<file path="config.mk">
export PLATFORM = sky130hd
export DESIGN_NAME = spi_boot_master
export DESIGN_NICKNAME = d
export VERILOG_FILES = /design/src/rtl/spi_boot_master.sv
export SDC_FILE = /design/constraint.sdc
export NUM_CORES = 1
export LEC_CHECK = 0
export ABC_AREA = 0
export CAP_MARGIN = 15
export CORE_MARGIN = 4
export CORE_UTILIZATION = 57
export CTS_CLUSTER_SIZE = 20
export DETAILED_ROUTE_END_ITERATION = 7
export PLACE_DENSITY = 0.9
export SLEW_MARGIN = 20
export SYNTH_ARGS = -nofsm -noshare
export SYNTH_HDL_FRONTEND = slang
export SYNTH_SLANG_ARGS = --single-unit
export TNS_END_PERCENT = 1
</file>
<file path="constraint.sdc">
create_clock -name clk -period 3.2 [get_ports clk]
set_input_delay 0.64 -clock clk [delete_from_list [all_inputs] [get_ports clk]]
set_output_delay 0.64 -clock clk [all_outputs]
set_load 0.005 [all_outputs]
</file>
<file path="src/rtl/spi_boot_master.sv">
// spi_boot_master: SPI mode-0 master issuing 0x02 write / 0x0B read burst transactions
module spi_boot_master #(
    parameter int CLK_DIV = 2,
    parameter int DUMMY_CYCLES = 32,
    parameter int CSN_GAP = 4
) (
    input  logic        clk,
    input  logic        rst,
    input  logic        start_i,
    input  logic        rw_i,
    input  logic [31:0] addr_i,
    input  logic [7:0]  len_i,
    input  logic [31:0] wdata_i,
    input  logic        wvalid_i,
    output logic        wready_o,
    output logic [31:0] rdata_o,
    output logic        rvalid_o,
    output logic        busy_o,
    output logic        done_o,
    output logic        spi_sck_o,
    output logic        spi_csn_o,
    output logic        spi_sdo_o,
    input  logic        spi_sdi_i
);
    localparam int CMAX = (2 * CLK_DIV > CSN_GAP) ? 2 * CLK_DIV : CSN_GAP;
    localparam int CW = $clog2(CMAX + 1);
    localparam logic [CW-1:0] DIV_M1 = CW'(CLK_DIV - 1);
    localparam logic [CW-1:0] HOLD_M1 = CW'(2 * CLK_DIV - 1);
    localparam logic [CW-1:0] GAP_M1 = CW'(CSN_GAP - 1);
    localparam logic [5:0] DUMMY_LAST = 6'(DUMMY_CYCLES - 1);

    typedef enum logic [2:0] {IDLE, SETUP, CMD, ADDR, DUMMY, DATA, HOLD, GAP} state_t;

    state_t      state;
    logic [CW-1:0] cnt;
    logic [5:0]  bits;
    logic [8:0]  words;
    logic [31:0] sr;
    logic [31:0] rx;
    logic [31:0] addr;
    logic [7:0]  len;
    logic        rw;
    logic        rdy;
    logic [5:0]  last_bit;
    logic        last_word;

    // the presented MOSI bit is always the top of the transmit shift register
    assign spi_sdo_o = sr[31];

    // index of the final bit in the current shifting state, and final-word flag
    always_comb begin
        last_bit = state == CMD ? 6'd7 : state == DUMMY ? DUMMY_LAST : 6'd31;
        last_word = words == {1'b0, len};
    end

    // sequencer: SCK generation, shifting, write handshake, read delivery and framing
    always_ff @(posedge clk) begin
        if (rst) begin
            state <= IDLE;
            cnt <= '0;
            bits <= '0;
            words <= '0;
            sr <= '0;
            rx <= '0;
            addr <= '0;
            len <= '0;
            rw <= 1'b0;
            rdy <= 1'b0;
            spi_csn_o <= 1'b1;
            spi_sck_o <= 1'b0;
            wready_o <= 1'b0;
            rvalid_o <= 1'b0;
            done_o <= 1'b0;
            busy_o <= 1'b0;
            rdata_o <= '0;
        end else begin
            done_o <= 1'b0;
            rvalid_o <= rdy;
            rdy <= 1'b0;
            if (rdy) rdata_o <= rx;
            case (state)
                IDLE: if (start_i) begin
                    state <= SETUP;
                    rw <= rw_i;
                    addr <= addr_i;
                    len <= len_i;
                    sr <= {rw_i ? 8'h0B : 8'h02, 24'd0};
                    cnt <= DIV_M1;
                    bits <= '0;
                    words <= '0;
                    spi_csn_o <= 1'b0;
                    busy_o <= 1'b1;
                end
                SETUP: if (cnt != '0) cnt <= cnt - 1'b1;
                else begin
                    state <= CMD;
                    spi_sck_o <= 1'b1;
                    cnt <= DIV_M1;
                end
                HOLD: if (cnt != '0) cnt <= cnt - 1'b1;
                else begin
                    state <= GAP;
                    spi_csn_o <= 1'b1;
                    done_o <= 1'b1;
                    cnt <= GAP_M1;
                end
                GAP: if (cnt != '0) cnt <= cnt - 1'b1;
                else begin
                    state <= IDLE;
                    busy_o <= 1'b0;
                end
                default: if (wready_o) begin
                    if (wvalid_i) begin
                        sr <= wdata_i;
                        wready_o <= 1'b0;
                        cnt <= cnt == '0 ? DIV_M1 : cnt - 1'b1;
                    end else if (cnt != '0) cnt <= cnt - 1'b1;
                end else if (cnt != '0) cnt <= cnt - 1'b1;
                else if (!spi_sck_o) begin
                    spi_sck_o <= 1'b1;
                    cnt <= DIV_M1;
                    if (state == DATA && rw) begin
                        rx <= {rx[30:0], spi_sdi_i};
                        rdy <= bits == 6'd31;
                    end
                end else begin
                    spi_sck_o <= 1'b0;
                    cnt <= DIV_M1;
                    if (bits != last_bit) begin
                        bits <= bits + 6'd1;
                        sr <= sr << 1;
                    end else begin
                        bits <= '0;
                        sr <= '0;
                        if (state == CMD) begin
                            state <= ADDR;
                            sr <= addr;
                        end else if (state == ADDR) begin
                            state <= (rw && DUMMY_CYCLES > 0) ? DUMMY : DATA;
                            wready_o <= !rw;
                        end else if (state == DUMMY) state <= DATA;
                        else if (last_word) begin
                            state <= HOLD;
                            cnt <= HOLD_M1;
                        end else begin
                            words <= words + 9'd1;
                            wready_o <= !rw;
                        end
                    end
                end
            endcase
        end
    end
endmodule

</file>
==> parameters.txt <==
Parameter                              Value

Outcome
  Result of the run ... finished clean

Floorplan
  Vertical extent of the die ... about 120 um
  Full die area ... 0.0144 mm^2
  Io pins ... around 120
  Floorplan die width ... between 100 and 150 um
  Initial core utilization ... 0.589
  Placeable core area ... 0.0121 mm^2
  Number of cell rows ... 40

Cells and area
  Post-layout instance area ... around 0.0089 mm^2
  Fin util ... 0.734
  Final nets ... between 900 and 1k
  Area growth from synthesis to layout ... 24.7%
  Fraction of final layout cells sized beyond drive strength 1 ... 0.0669
  Diode insertion count for antenna repair ... 0
  Filler cell count in the final layout ... 854

Route
  Average via count per standard cell ... 5.73
  Starting DRC count in detailed routing ... 664
  Post-detailed-routing wire length ... approximately 18000 um
  Post-detailed-route count of antenna-violating nets ... 0
  WL per Instance ... between 15 and 20 um
  DR pass1 iterations ... 6
  Post-route DRC ... 0
  Via count ... ~6.3k

Worst setup path
  Sort of element at the end of the critical path ... primary output
  Arrival time reported for the critical path endpoint ... between 2 and 2.5 ns
  Reg-to-Reg Start ... state[1]$_SDFFE_PP0P_
  Critical path startpoint ... wready_o$_SDFFE_PP0P_
  Register-to-register path setup slack ... 0.61 ns
  R2r endpoint ... sr[24]$_SDFFE_PP0P_
  Element type at the critical path start ... flop
  Max FO, Critical Path ... 71
  Crit Path Class ... flop to primary output
  WP data required ... between 2 and 3 ns
  Worst r2r path cells ... 6
  Critical Path Sink ... wready_o

Clocking
  TritonCTS buffer count ... 17
  Root Buffer Master ... clkbuf_16
  Worst-Skew Late Latency ... roughly 0.44 ns
  CTS tree ... built
  Number of clock sinks seen by CTS ... about 170
  Post-CTS setup repair buffer count ... 0
  Hold bufs inserted after CTS ... 0
  Resize count post-CTS ... 0
  Clock Tree Buf Depth ... 2
  CTS H-tree depth ... 4
  Clock-pin slew reported for the worst setup and hold paths after clock tree synthesis ... about 0.070 ns

Timing
  Worst Skew ... between 0.007 and 0.008 ns
  Slew HR ... 0.330
  Post-route worst setup slack ... ~0.54 ns
  Setup repair after global routing missed its margin ... no
  Sum Neg Setup Slack ... 0 ns
  Final hold slack ... about 0.45 ns
  Final number of max-transition violations ... 0
  Post-route clock period utilization ... 0.830
  Shortest period the worst path allows ... about 2.7 ns
  Maximum achievable frequency ... ~380 MHz
  Worst-margin pin slew ... approximately 1 ns
  Final count of hold timing violations ... 0
  Number of setup violations in the final report ... 0

Place
  Count of buffers inserted at the top-level ports ... between 100 and 150
  Placement Cell Area ... approximately 0.0083 mm^2
  Post-Place Worst Slack ... ~0.43 ns
  Final Wtd Congestion ... 0.923
  Detail Placement HPWL ... around 11000 um

Power and ir drop
  Leakage power of the design ... approximately 3.4 nW
  VDD IR-drop max ... between 0.5 and 0.6 mV
  Power per unit of standard cell area ... ~580 mW/mm^2

Synth
  Post-Syn Nets ... roughly 910
  Post-synth top flop ... dfxtp_1
  Proportion of synthesized chip area in sequential cells ... 0.463
  Post-synthesis register bit count ... 165
  Number of synthesis warnings ... 0
  Proportion of register bits with asynchronous set or reset after synthesis ... 0
  Area of the mapped netlist ... roughly 0.0071 mm^2
  Post-Syn Instances ... around 830
  Post-synth EDFFs ... 0
  Count of cell types in the netlist ... 54
  Post-synthesis area per instance ... about 8.6 um^2

GRT
  Number of antenna violations at the first check in global routing ... 0
  Global router's overall resource usage ... 0.248
  Largest net degree at the start of global routing ... between 70 and 80
  Wire length of the first global-routing pass ... ~29000 um
  Total grt overflow ... 0
  Via count of the first global-routing pass ... slightly above 6k

Worst hold path
  Path type of the worst min-delay path ... flop to flop

Run
  Number of violations of the max-capacitance limit ... 0
-- critical path, stage by stage, from the launching register on --
cell and delay [ns]:
dfxtp_2 0.35, buf_4 0.58, clkdlybuf4s50_1 0.63
-- routing by layer --
layer / routed length (um) / GRT usage / vias up
met2: 8580 / 0.404 / 214
met3: 1220 / 0.0655 / 32
met1: 7540 / 0.315 / 2967
li1: - / - / 3056
met4: 313 / 0.0959 / 0
met5: 0 / 0 / -
-- worst min path at each step --
stage                                from                     to  slack, ns  depth (start not counted)
finish              addr[10]$_SDFFE_PP0P_  addr[10]$_SDFFE_PP0P_       0.45                          2
global route        addr[23]$_SDFFE_PP0P_  addr[23]$_SDFFE_PP0P_       0.47                          2
CTS                 addr[11]$_SDFFE_PP0P_  addr[11]$_SDFFE_PP0P_       0.45                          2
detailed placement  addr[11]$_SDFFE_PP0P_  addr[11]$_SDFFE_PP0P_       0.44                          2
global placement    addr[15]$_SDFFE_PP0P_  addr[15]$_SDFFE_PP0P_       0.44                          2
floorplan           addr[10]$_SDFFE_PP0P_  addr[10]$_SDFFE_PP0P_       0.43                          2
-- final cells by class --
| cell class | instances | area [um^2] | area share |
|---|---|---|---|
| multi-input combinational | 593 | 3520 | 0.396 |
| tap | 168 | 210 | 0.0236 |
| inverter | 9 | 33.8 | 0.00380 |
| clock inverter | 14 | 133 | 0.0149 |
| clock buffer | 18 | 439 | 0.0494 |
| sequential | 165 | 3310 | 0.372 |
| timing repair buffer | 128 | 1250 | 0.140 |
-- synth_stat cells, drive strengths merged, types with 2 or more instances --
master,number,area share
and2,2,0.0018
dfxtp,165,0.46
a221oi,2,0.0025
nor2,65,0.035
xnor2,2,0.0025
nor4b,2,0.0046
or2,2,0.0018
nand2b,34,0.030
clkbuf,42,0.022
nor2b,7,0.0065
buf,22,0.018
nand3,7,0.0049
mux2,3,0.0053
nand4,8,0.0070
or4,4,0.0042
o31ai,3,0.0032
nor4,6,0.0082
ha,5,0.0088
a211o,30,0.037
a2111oi,3,0.0037
nand3b,2,0.0021
a211oi,2,0.0021
nand2,169,0.089
a21oi,85,0.060
xor2,15,0.018
inv,9,0.0047
a32o,28,0.039
and3,32,0.028
o22a,2,0.0025
a31oi,2,0.0018
mux2i,35,0.049
nor3,17,0.013
o21ai,9,0.0063
-- report_power, final --
part           switching, mW  internal, mW  total, mW
clock network          0.917          1.05       1.97
registers             0.0985          2.17       2.27
logic                  0.565         0.357      0.922
total                   1.58          3.58       5.16
-- flip-flops by register name, indices dropped and copies added (netlist names) --
register   flops
addr          32
done_o         1
words          9
spi_sck_o      1
rvalid_o       1
rx            32
busy_o         1
sr            32
rw             1
len            8
state          3
cnt            3
rdata_o       32
spi_csn_o      1
bits           6
rdy            1
wready_o       1
-- stage by stage --
stage	cells	power (mW)
2_1_floorplan	831	2.92
3_3_place_gp	1063	3.19
6_report	1095	5.16
3_5_place_dp	1063	3.21
5_1_grt	1095	5.38
4_1_cts	1095	5.16
-- cells by family after synthesis --
group                    Yosys count  share of synthesized area
XOR/XNOR                          17                     0.0209
AND/OR/NAND/NOR                  360                      0.241
adder cells (fa/ha/maj)            5                    0.00877
AO/OA/AOI/OAI                    173                      0.166
buffers and inverters             73                     0.0451
multiplexers                      38                     0.0544
flip-flops                       165                      0.463
-- placed cells by master (no fill, tap or decap), types with 28 or more instances in the layout --
cell type and count:
clkdlybuf4s50_1 115, a21oi_1 85, a32o_1 28, nand2b_1 34, and3_1 32, nand2_1 169
a211o_1 30, dfxtp_1 163, mux2i_1 35, nor2_1 62
No activity file was read; power rests on OpenSTA's default activity.
